File: src/rtl/uart_rx_fifo.sv
// UART receiver with configurable framing, error detection and an output FIFO.
// Frames are timed by an external oversampling tick strobe; everything runs on sysclk.
module uart_rx_fifo #(
    parameter int DATA_BITS   = 8,
    parameter int OVERSAMPLE  = 16,
    parameter int PARITY_MODE = 0,
    parameter int STOP_BITS   = 1,
    parameter int FIFO_DEPTH  = 4
) (
    input  logic                          sysclk,
    input  logic                          rst,
    input  logic                          tick,
    input  logic                          rxd,
    input  logic                          rx_ready,
    output logic                          rx_valid,
    output logic [DATA_BITS-1:0]          rx_data,
    output logic                          rx_parity_err,
    output logic                          rx_frame_err,
    output logic [$clog2(FIFO_DEPTH):0]   fifo_count,
    output logic                          overrun,
    input  logic                          overrun_clr,
    output logic                          break_det,
    output logic                          busy
);

    localparam int AW = $clog2(FIFO_DEPTH);
    localparam int EW = DATA_BITS + 2;
    localparam logic [3:0]  TC_HALF = 4'(OVERSAMPLE / 2 - 1);
    localparam logic [3:0]  TC_FULL = 4'(OVERSAMPLE - 1);
    localparam logic [3:0]  BC_DATA = 4'(DATA_BITS - 1);
    localparam logic [3:0]  BC_STOP = 4'(STOP_BITS - 1);
    localparam logic [AW:0] DEPTH   = (AW + 1)'(FIFO_DEPTH);

    typedef enum logic [2:0] {IDLE, START, DATA, PARITY, STOP} state_t;

    logic                 rxd_m, rxd_s;
    state_t               state;
    logic [3:0]           tc, bc;
    logic [DATA_BITS-1:0] shreg;
    logic                 pbit, perr, ferr, hold;
    logic                 wr_req;
    logic [EW-1:0]        wr_entry;
    logic                 stop_low;

    always_ff @(posedge sysclk) begin
        if (rst) begin
            rxd_m <= 1'b1;
            rxd_s <= 1'b1;
        end else begin
            rxd_m <= rxd;
            rxd_s <= rxd_m;
        end
    end

    // Frame error accumulates across all stop samples, including the current one.
    assign stop_low = ferr | ~rxd_s;

    always_ff @(posedge sysclk) begin
        if (rst) begin
            state     <= IDLE;
            tc        <= '0;
            bc        <= '0;
            shreg     <= '0;
            pbit      <= 1'b0;
            perr      <= 1'b0;
            ferr      <= 1'b0;
            hold      <= 1'b0;
            wr_req    <= 1'b0;
            wr_entry  <= '0;
            break_det <= 1'b0;
        end else begin
            wr_req    <= 1'b0;
            break_det <= 1'b0;
            case (state)
                IDLE: begin
                    tc <= '0;
                    // After a break the line must return high before a new start is armed.
                    if (hold) begin
                        if (rxd_s) hold <= 1'b0;
                    end else if (tick && !rxd_s) begin
                        state <= START;
                    end
                end
                START: if (tick) begin
                    if (tc == TC_HALF) begin
                        if (rxd_s) begin
                            state <= IDLE;
                        end else begin
                            tc    <= '0;
                            bc    <= '0;
                            pbit  <= 1'b0;
                            perr  <= 1'b0;
                            ferr  <= 1'b0;
                            state <= DATA;
                        end
                    end else begin
                        tc <= tc + 4'd1;
                    end
                end
                DATA: if (tick) begin
                    if (tc == TC_FULL) begin
                        tc    <= '0;
                        shreg <= {rxd_s, shreg[DATA_BITS-1:1]};
                        if (bc == BC_DATA) begin
                            bc    <= '0;
                            state <= (PARITY_MODE != 0) ? PARITY : STOP;
                        end else begin
                            bc <= bc + 4'd1;
                        end
                    end else begin
                        tc <= tc + 4'd1;
                    end
                end
                PARITY: if (tick) begin
                    if (tc == TC_FULL) begin
                        tc    <= '0;
                        pbit  <= rxd_s;
                        perr  <= ((^shreg) ^ rxd_s) != (PARITY_MODE == 2);
                        state <= STOP;
                    end else begin
                        tc <= tc + 4'd1;
                    end
                end
                STOP: if (tick) begin
                    if (tc == TC_FULL) begin
                        tc   <= '0;
                        ferr <= stop_low;
                        if (bc == BC_STOP) begin
                            bc        <= '0;
                            wr_req    <= 1'b1;
                            wr_entry  <= {stop_low, perr, shreg};
                            break_det <= stop_low && (shreg == '0) && !pbit;
                            hold      <= stop_low && (shreg == '0) && !pbit;
                            state     <= IDLE;
                        end else begin
                            bc <= bc + 4'd1;
                        end
                    end else begin
                        tc <= tc + 4'd1;
                    end
                end
                default: state <= IDLE;
            endcase
        end
    end

    assign busy = (state != IDLE);

    // Output handshake: the head entry transfers on any cycle where rx_valid && rx_ready;
    // rx_valid stays high and the head stays stable until that transfer.
    logic [EW-1:0] mem [FIFO_DEPTH];
    logic [AW-1:0] wptr, rptr;
    logic [AW:0]   count;
    logic          do_pop, do_wr, full;
    logic [EW-1:0] head;

    assign full   = (count == DEPTH);
    assign do_pop = rx_valid && rx_ready;
    assign do_wr  = wr_req && (!full || do_pop);

    always_ff @(posedge sysclk) begin
        if (do_wr) mem[wptr] <= wr_entry;
    end

    always_ff @(posedge sysclk) begin
        if (rst) begin
            wptr    <= '0;
            rptr    <= '0;
            count   <= '0;
            overrun <= 1'b0;
        end else begin
            if (do_wr)  wptr <= wptr + 1'b1;
            if (do_pop) rptr <= rptr + 1'b1;
            case ({do_wr, do_pop})
                2'b10:   count <= count + 1'b1;
                2'b01:   count <= count - 1'b1;
                default: count <= count;
            endcase
            if (wr_req && !do_wr)   overrun <= 1'b1;
            else if (overrun_clr)   overrun <= 1'b0;
        end
    end

    assign rx_valid      = (count != '0);
    assign fifo_count    = count;
    assign head          = rx_valid ? mem[rptr] : '0;
    assign rx_data       = head[DATA_BITS-1:0];
    assign rx_parity_err = head[DATA_BITS];
    assign rx_frame_err  = head[DATA_BITS+1];

endmodule
File: config.mk
export PLATFORM = sky130hd
export DESIGN_NAME = uart_rx_fifo
export DESIGN_NICKNAME = d
export VERILOG_FILES = /design/src/rtl/uart_rx_fifo.sv
export SDC_FILE = /design/constraint.sdc
export NUM_CORES = 1
export LEC_CHECK = 0
export ABC_CLOCK_PERIOD_IN_PS = 3000
export BUFFER_PORTS_ARGS = -buffer_cell sky130_fd_sc_hd__buf_4
export CORE_MARGIN = 8
export CORE_UTILIZATION = 40
export CTS_CLUSTER_DIAMETER = 40
export DETAILED_ROUTE_END_ITERATION = 10
export PLACE_DENSITY = 0.62
export SYNTH_ARGS = -nofsm -noshare
export SYNTH_HDL_FRONTEND = slang
export SYNTH_SLANG_ARGS = --single-unit
File: constraint.sdc
create_clock -name sysclk -period 3 [get_ports sysclk]
set_input_delay 0.3 -clock sysclk [delete_from_list [all_inputs] [get_ports sysclk]]
set_output_delay 0.3 -clock sysclk [all_outputs]
set_load 0.05 [all_outputs]
==> metrics.txt <==
# TYPE chip_impl_metric gauge
chip_impl_info{name="synth_area_leader_cell",value="sky130_fd_sc_hd__edfxtp_1"} 1
chip_impl_metric{name="area_fraction_in_compound_gates_after_synthesis",unit=""} 0.07956
chip_impl_info{name="synthTopCellsByArea",value="sky130_fd_sc_hd__edfxtp_1 (31%), sky130_fd_sc_hd__dfxtp_1 (24%), sky130_fd_sc_hd__mux2i_1 (5.9%)"} 1
chip_impl_metric{name="routed_wire_per_std_cell",unit="um"} 14.18
chip_impl_metric{name="final_layout_fill_cell_count",unit=""} 911
chip_impl_metric{name="globalRoute.totalOverflow",unit=""} 0
chip_impl_metric{name="cp.arrival",unit="ns"} 2.08
chip_impl_metric{name="power.leakage",unit="uW"} 0.001636
chip_impl_metric{name="coreArea",unit="sq mm"} 0.009639
chip_impl_metric{name="final-max-slew-violation-count",unit=""} 0
chip_impl_metric{name="avg_inst_size_synth",unit="sq um"} 11.85
chip_impl_metric{name="share_of_synthesized_registers_carrying_an_async_set_or_reset",unit=""} 0
chip_impl_metric{name="worst-endpoint-required",unit="ns"} 2.70
chip_impl_metric{name="post_drt_via_cell_ratio",unit=""} 5.047
chip_impl_metric{name="cts_buffer_depth",unit=""} 2
chip_impl_metric{name="maxCapViolations",unit=""} 0
chip_impl_metric{name="tightest_slew",unit="ns"} 0.6851
chip_impl_metric{name="ys_ff_latch",unit=""} 87
chip_impl_metric{name="power_spent_charging_and_discharging_nets",unit="uW"} 818.8
chip_impl_metric{name="vdd_drop_max",unit="mV"} 0.2572
chip_impl_info{name="crit_chain",value="mux4_2 > and2_1 > buf_4"} 1
chip_impl_metric{name="report.final.setup_viol",unit=""} 0
chip_impl_metric{name="maxSlewHeadroom",unit=""} 0.5426
chip_impl_metric{name="synth.yosys.seq_area_share",unit=""} 0.5492
chip_impl_metric{name="pwr_density_cell",unit="mW/mm^2"} 634.3
chip_impl_metric{name="final_cycle_share",unit=""} 0.7917
chip_impl_info{name="unrepaired_setup_endpoints_after_global_routing",value="no"} 1
chip_impl_metric{name="timing.setup.tns",unit="ns"} 0
chip_impl_metric{name="critical_path.max_fanout",unit=""} 10
chip_impl_metric{name="grt_first_pass_wirelength",unit="um"} 11500
chip_impl_metric{name="num_vias",unit=""} 2458
chip_impl_metric{name="cts_repair_resize_count",unit=""} 0
chip_impl_info{name="critPathKind",value="register to output port"} 1
chip_impl_metric{name="regArea",unit="sq mm"} 0.002142
chip_impl_metric{name="synth_enable_flop_cells",unit=""} 40
chip_impl_info{name="cp-start-kind",value="register"} 1
chip_impl_info{name="tritoncts",value="built"} 1
chip_impl_metric{name="post-route-min-period",unit="ns"} 2.375
chip_impl_metric{name="cts_hold_buffers",unit=""} 0
chip_impl_metric{name="final.setup_skew",unit="ns"} 0.008217
chip_impl_metric{name="postCtsSetupBuffers",unit=""} 0
chip_impl_metric{name="cts-buffers-inserted",unit=""} 9
chip_impl_metric{name="final_layout_size_suffix_gt1_frac",unit=""} 0.1751
chip_impl_metric{name="final_cell_area",unit="sq mm"} 0.004403
chip_impl_metric{name="number_of_antenna_violating_nets_in_the_routed_design",unit=""} 0
chip_impl_metric{name="regToRegSetupSlack",unit="ns"} 0.80
chip_impl_metric{name="postSynthNetCount",unit=""} 347
chip_impl_metric{name="clk_pin_slew",unit="ns"} 0.09
chip_impl_metric{name="max_stage_delay",unit="ns"} 0.77
chip_impl_metric{name="switching_share",unit=""} 0.2932
chip_impl_info{name="cts-root-buf",value="sky130_fd_sc_hd__clkbuf_8"} 1
chip_impl_info{name="critical_path.endpoint_type",value="output port"} 1
chip_impl_metric{name="std_cell_rows",unit=""} 36
chip_impl_metric{name="first_global_vias",unit=""} 2401
chip_impl_metric{name="hold_violations",unit=""} 0
chip_impl_metric{name="post-route-drc-count",unit=""} 0
chip_impl_metric{name="place.gp.congestion",unit=""} 0.8041
chip_impl_metric{name="mappedNetlistArea",unit="sq mm"} 0.003900
chip_impl_metric{name="share_comb_of_total_power",unit=""} 0.201
chip_impl_metric{name="track_usage",unit=""} 0.1095
chip_impl_info{name="result_of_the_run",value="completed"} 1
chip_impl_metric{name="muxShareOfSynthArea",unit=""} 0.1197
chip_impl_metric{name="io_buffer_count",unit=""} 22
chip_impl_metric{name="antennaDiodeCount",unit=""} 0
chip_impl_info{name="synthFlopType",value="sky130_fd_sc_hd__dfxtp_1"} 1
chip_impl_metric{name="detail_route.first_pass.iterations",unit=""} 4
chip_impl_metric{name="post_synth_num_cell_types",unit=""} 58
chip_impl_metric{name="synthToLayoutAreaGrowth",unit="%"} 12.90
chip_impl_metric{name="totalWireLength",unit="um"} 6905
chip_impl_metric{name="yosysWarningCount",unit=""} 0
chip_impl_metric{name="power.clock.fraction",unit=""} 0.325
chip_impl_metric{name="finish.utilization",unit=""} 0.4568
chip_impl_metric{name="post_placement_cell_area",unit="sq mm"} 0.004178
chip_impl_metric{name="synthXorXnorAreaFrac",unit=""} 0.02470
chip_impl_metric{name="maxClockFrequency",unit="GHz"} 0.4210
chip_impl_metric{name="ios",unit=""} 23
chip_impl_metric{name="insertion_delay",unit="ns"} 0.35
chip_impl_metric{name="adder_and_majority_gate_portion_of_the_synthesized_area",unit=""} 0.04042
chip_impl_metric{name="syn-instance-count",unit=""} 329
chip_impl_metric{name="netlist.area_leader.share",unit=""} 0.3080
chip_impl_info{name="min-delay-path-class",value="input port to register"} 1
chip_impl_metric{name="antenna_found_initial",unit=""} 0
chip_impl_metric{name="pwr-share-seq",unit=""} 0.474
chip_impl_metric{name="grt_max_degree",unit=""} 47
chip_impl_metric{name="design.final.nets",unit=""} 367
chip_impl_metric{name="dp_hpwl",unit="um"} 4689
chip_impl_metric{name="floorplan.initialDensity",unit=""} 0.4046
chip_impl_metric{name="clock_sinks",unit=""} 87
chip_impl_info{name="cell_at_the_slowest_stage_of_the_critical_path",value="sky130_fd_sc_hd__dfxtp_1"} 1
chip_impl_info{name="synth_top_family_by_area",value="simple AND/OR/NAND/NOR gates"} 1
chip_impl_metric{name="initialDrtViolationCount",unit=""} 100
chip_impl_metric{name="power.internal",unit="uW"} 1974
chip_impl_metric{name="synth_simple_gate_area_frac",unit=""} 0.1476
chip_impl_metric{name="multi_input_comb_area",unit="sq mm"} 0.001607
chip_impl_metric{name="cts-htree-levels",unit=""} 3
chip_impl_metric{name="die-area",unit="sq mm"} 0.01317
chip_impl_metric{name="floorplan.die.height",unit="um"} 114.7
chip_impl_metric{name="die-width",unit="um"} 114.7
==> worst max-delay path: cells and delay by family (launching register included) <==
family / cells / cell delay (ns)
flops: 1 / 0.77
buf+inv: 1 / 0.18
simple gates: 1 / 0.18
mux: 1 / 0.59
==> cells in the final DEF, fill, tap and decap left out, types with 2 or more instances in the layout <==
master and count:
sky130_fd_sc_hd__or3_1 3, sky130_fd_sc_hd__nand4_1 3, sky130_fd_sc_hd__or2_2 2, sky130_fd_sc_hd__clkbuf_8 9, sky130_fd_sc_hd__or4b_1 2, sky130_fd_sc_hd__ha_1 11
sky130_fd_sc_hd__nor3b_1 3, sky130_fd_sc_hd__or4_1 2, sky130_fd_sc_hd__dfxtp_1 47, sky130_fd_sc_hd__edfxtp_1 40, sky130_fd_sc_hd__mux4_2 10, sky130_fd_sc_hd__xnor2_1 7
sky130_fd_sc_hd__inv_6 2, sky130_fd_sc_hd__and2_1 15, sky130_fd_sc_hd__buf_4 25, sky130_fd_sc_hd__nand2_1 11, sky130_fd_sc_hd__nand4b_1 2, sky130_fd_sc_hd__nor2b_1 5
sky130_fd_sc_hd__nand3_1 5, sky130_fd_sc_hd__o22ai_1 2, sky130_fd_sc_hd__nand2b_1 3, sky130_fd_sc_hd__a21oi_1 8, sky130_fd_sc_hd__o41a_1 2, sky130_fd_sc_hd__a31oi_1 3
sky130_fd_sc_hd__nor3_1 2, sky130_fd_sc_hd__xor2_1 4, sky130_fd_sc_hd__nor2_1 41, sky130_fd_sc_hd__a211oi_1 2, sky130_fd_sc_hd__mux2i_1 23, sky130_fd_sc_hd__inv_1 20
sky130_fd_sc_hd__o21ai_0 10, sky130_fd_sc_hd__bufinv_16 2
==> metal layers <==
metal	routed length (um)	track usage	part of all wire
met5	0	0	0
met4	76	0.04116	0.011
met3	244	0.03151	0.035
met2	3330	0.1799	0.48
met1	3254	0.1337	0.47
==> cells by family after synthesis <==
| group | Yosys count |
|---|---|
| compound gates | 41 |
| flops | 87 |
| fa+ha+maj | 12 |
| xor+xnor | 11 |
| simple gates | 108 |
| mux | 34 |
| buf+inv | 36 |
==> final cells by class <==
cell class,count,area share
Timing Repair Buffer,25,0.04263
Clock buffer,9,0.02813
Sequential cell,87,0.4865
Clock inverter,7,0.02302
Multi-Input combinational cell,206,0.3649
Inverter,20,0.01705
Tap cell,133,0.03779
==> flip-flops by register name, summed over array words and instances (netlist names), 2 cells and up, named ones only <==
name,cells
bc,4
fifo_count,3
mem,40
rptr,2
shreg,8
state,3
tc,4
wptr,2
wr_entry,10
==> synth_stat cells, types with 3 or more instances <==
cell type,number
sky130_fd_sc_hd__mux4_2,10
sky130_fd_sc_hd__nor3b_1,3
sky130_fd_sc_hd__nor2b_1,5
sky130_fd_sc_hd__inv_1,20
sky130_fd_sc_hd__clkbuf_1,10
sky130_fd_sc_hd__nand2b_1,3
sky130_fd_sc_hd__nor2_1,41
sky130_fd_sc_hd__and2_1,15
sky130_fd_sc_hd__a21oi_1,8
sky130_fd_sc_hd__nand3_1,5
sky130_fd_sc_hd__mux2i_1,23
sky130_fd_sc_hd__ha_1,11
sky130_fd_sc_hd__xor2_1,4
sky130_fd_sc_hd__dfxtp_1,47
sky130_fd_sc_hd__o21ai_0,10
sky130_fd_sc_hd__a31oi_1,3
sky130_fd_sc_hd__or3_1,3
sky130_fd_sc_hd__xnor2_1,7
sky130_fd_sc_hd__edfxtp_1,40
sky130_fd_sc_hd__nand4_1,3
sky130_fd_sc_hd__nand2_1,11
==> worst paths after layout <==
path            startpoint  cells after the start            end
min                    rxd                      2          rxd_m
max reg2reg  fifo_count[0]                      7  fifo_count[2]
min reg2reg          rxd_m                      1          rxd_s
max               register                      3     rx_data[6]
==> power by group through the flow <==
stage | Combinational (uW) | Clock [uW] | Sequential (uW)
floorplan | 445 | 0 | 1350
global placement | 560 | 0 | 1360
detailed placement | 570 | 0 | 1360
CTS | 570 | 930 | 1330
global route | 606 | 975 | 1340
finish | 561 | 907 | 1320
==> through the flow <==
| step | total power, uW | std cells | hold slack (ns) | setup WS [ns] |
|---|---|---|---|---|
| 6_report | 2793 | 487 | 0.1275 | 0.6249 |
| 5_1_grt | 2918 | 487 | 0.1263 | 0.4659 |
| 4_1_cts | 2828 | 487 | 0.1110 | 0.5428 |
| 3_5_place_dp | 1925 | 471 | 0.3975 | 0.7890 |
| 3_3_place_gp | 1915 | 471 | 0.3962 | 0.8884 |
| 2_1_floorplan | 1796 | 329 | 0.3895 | 0.5459 |
Power figures use the tool's default switching activity.
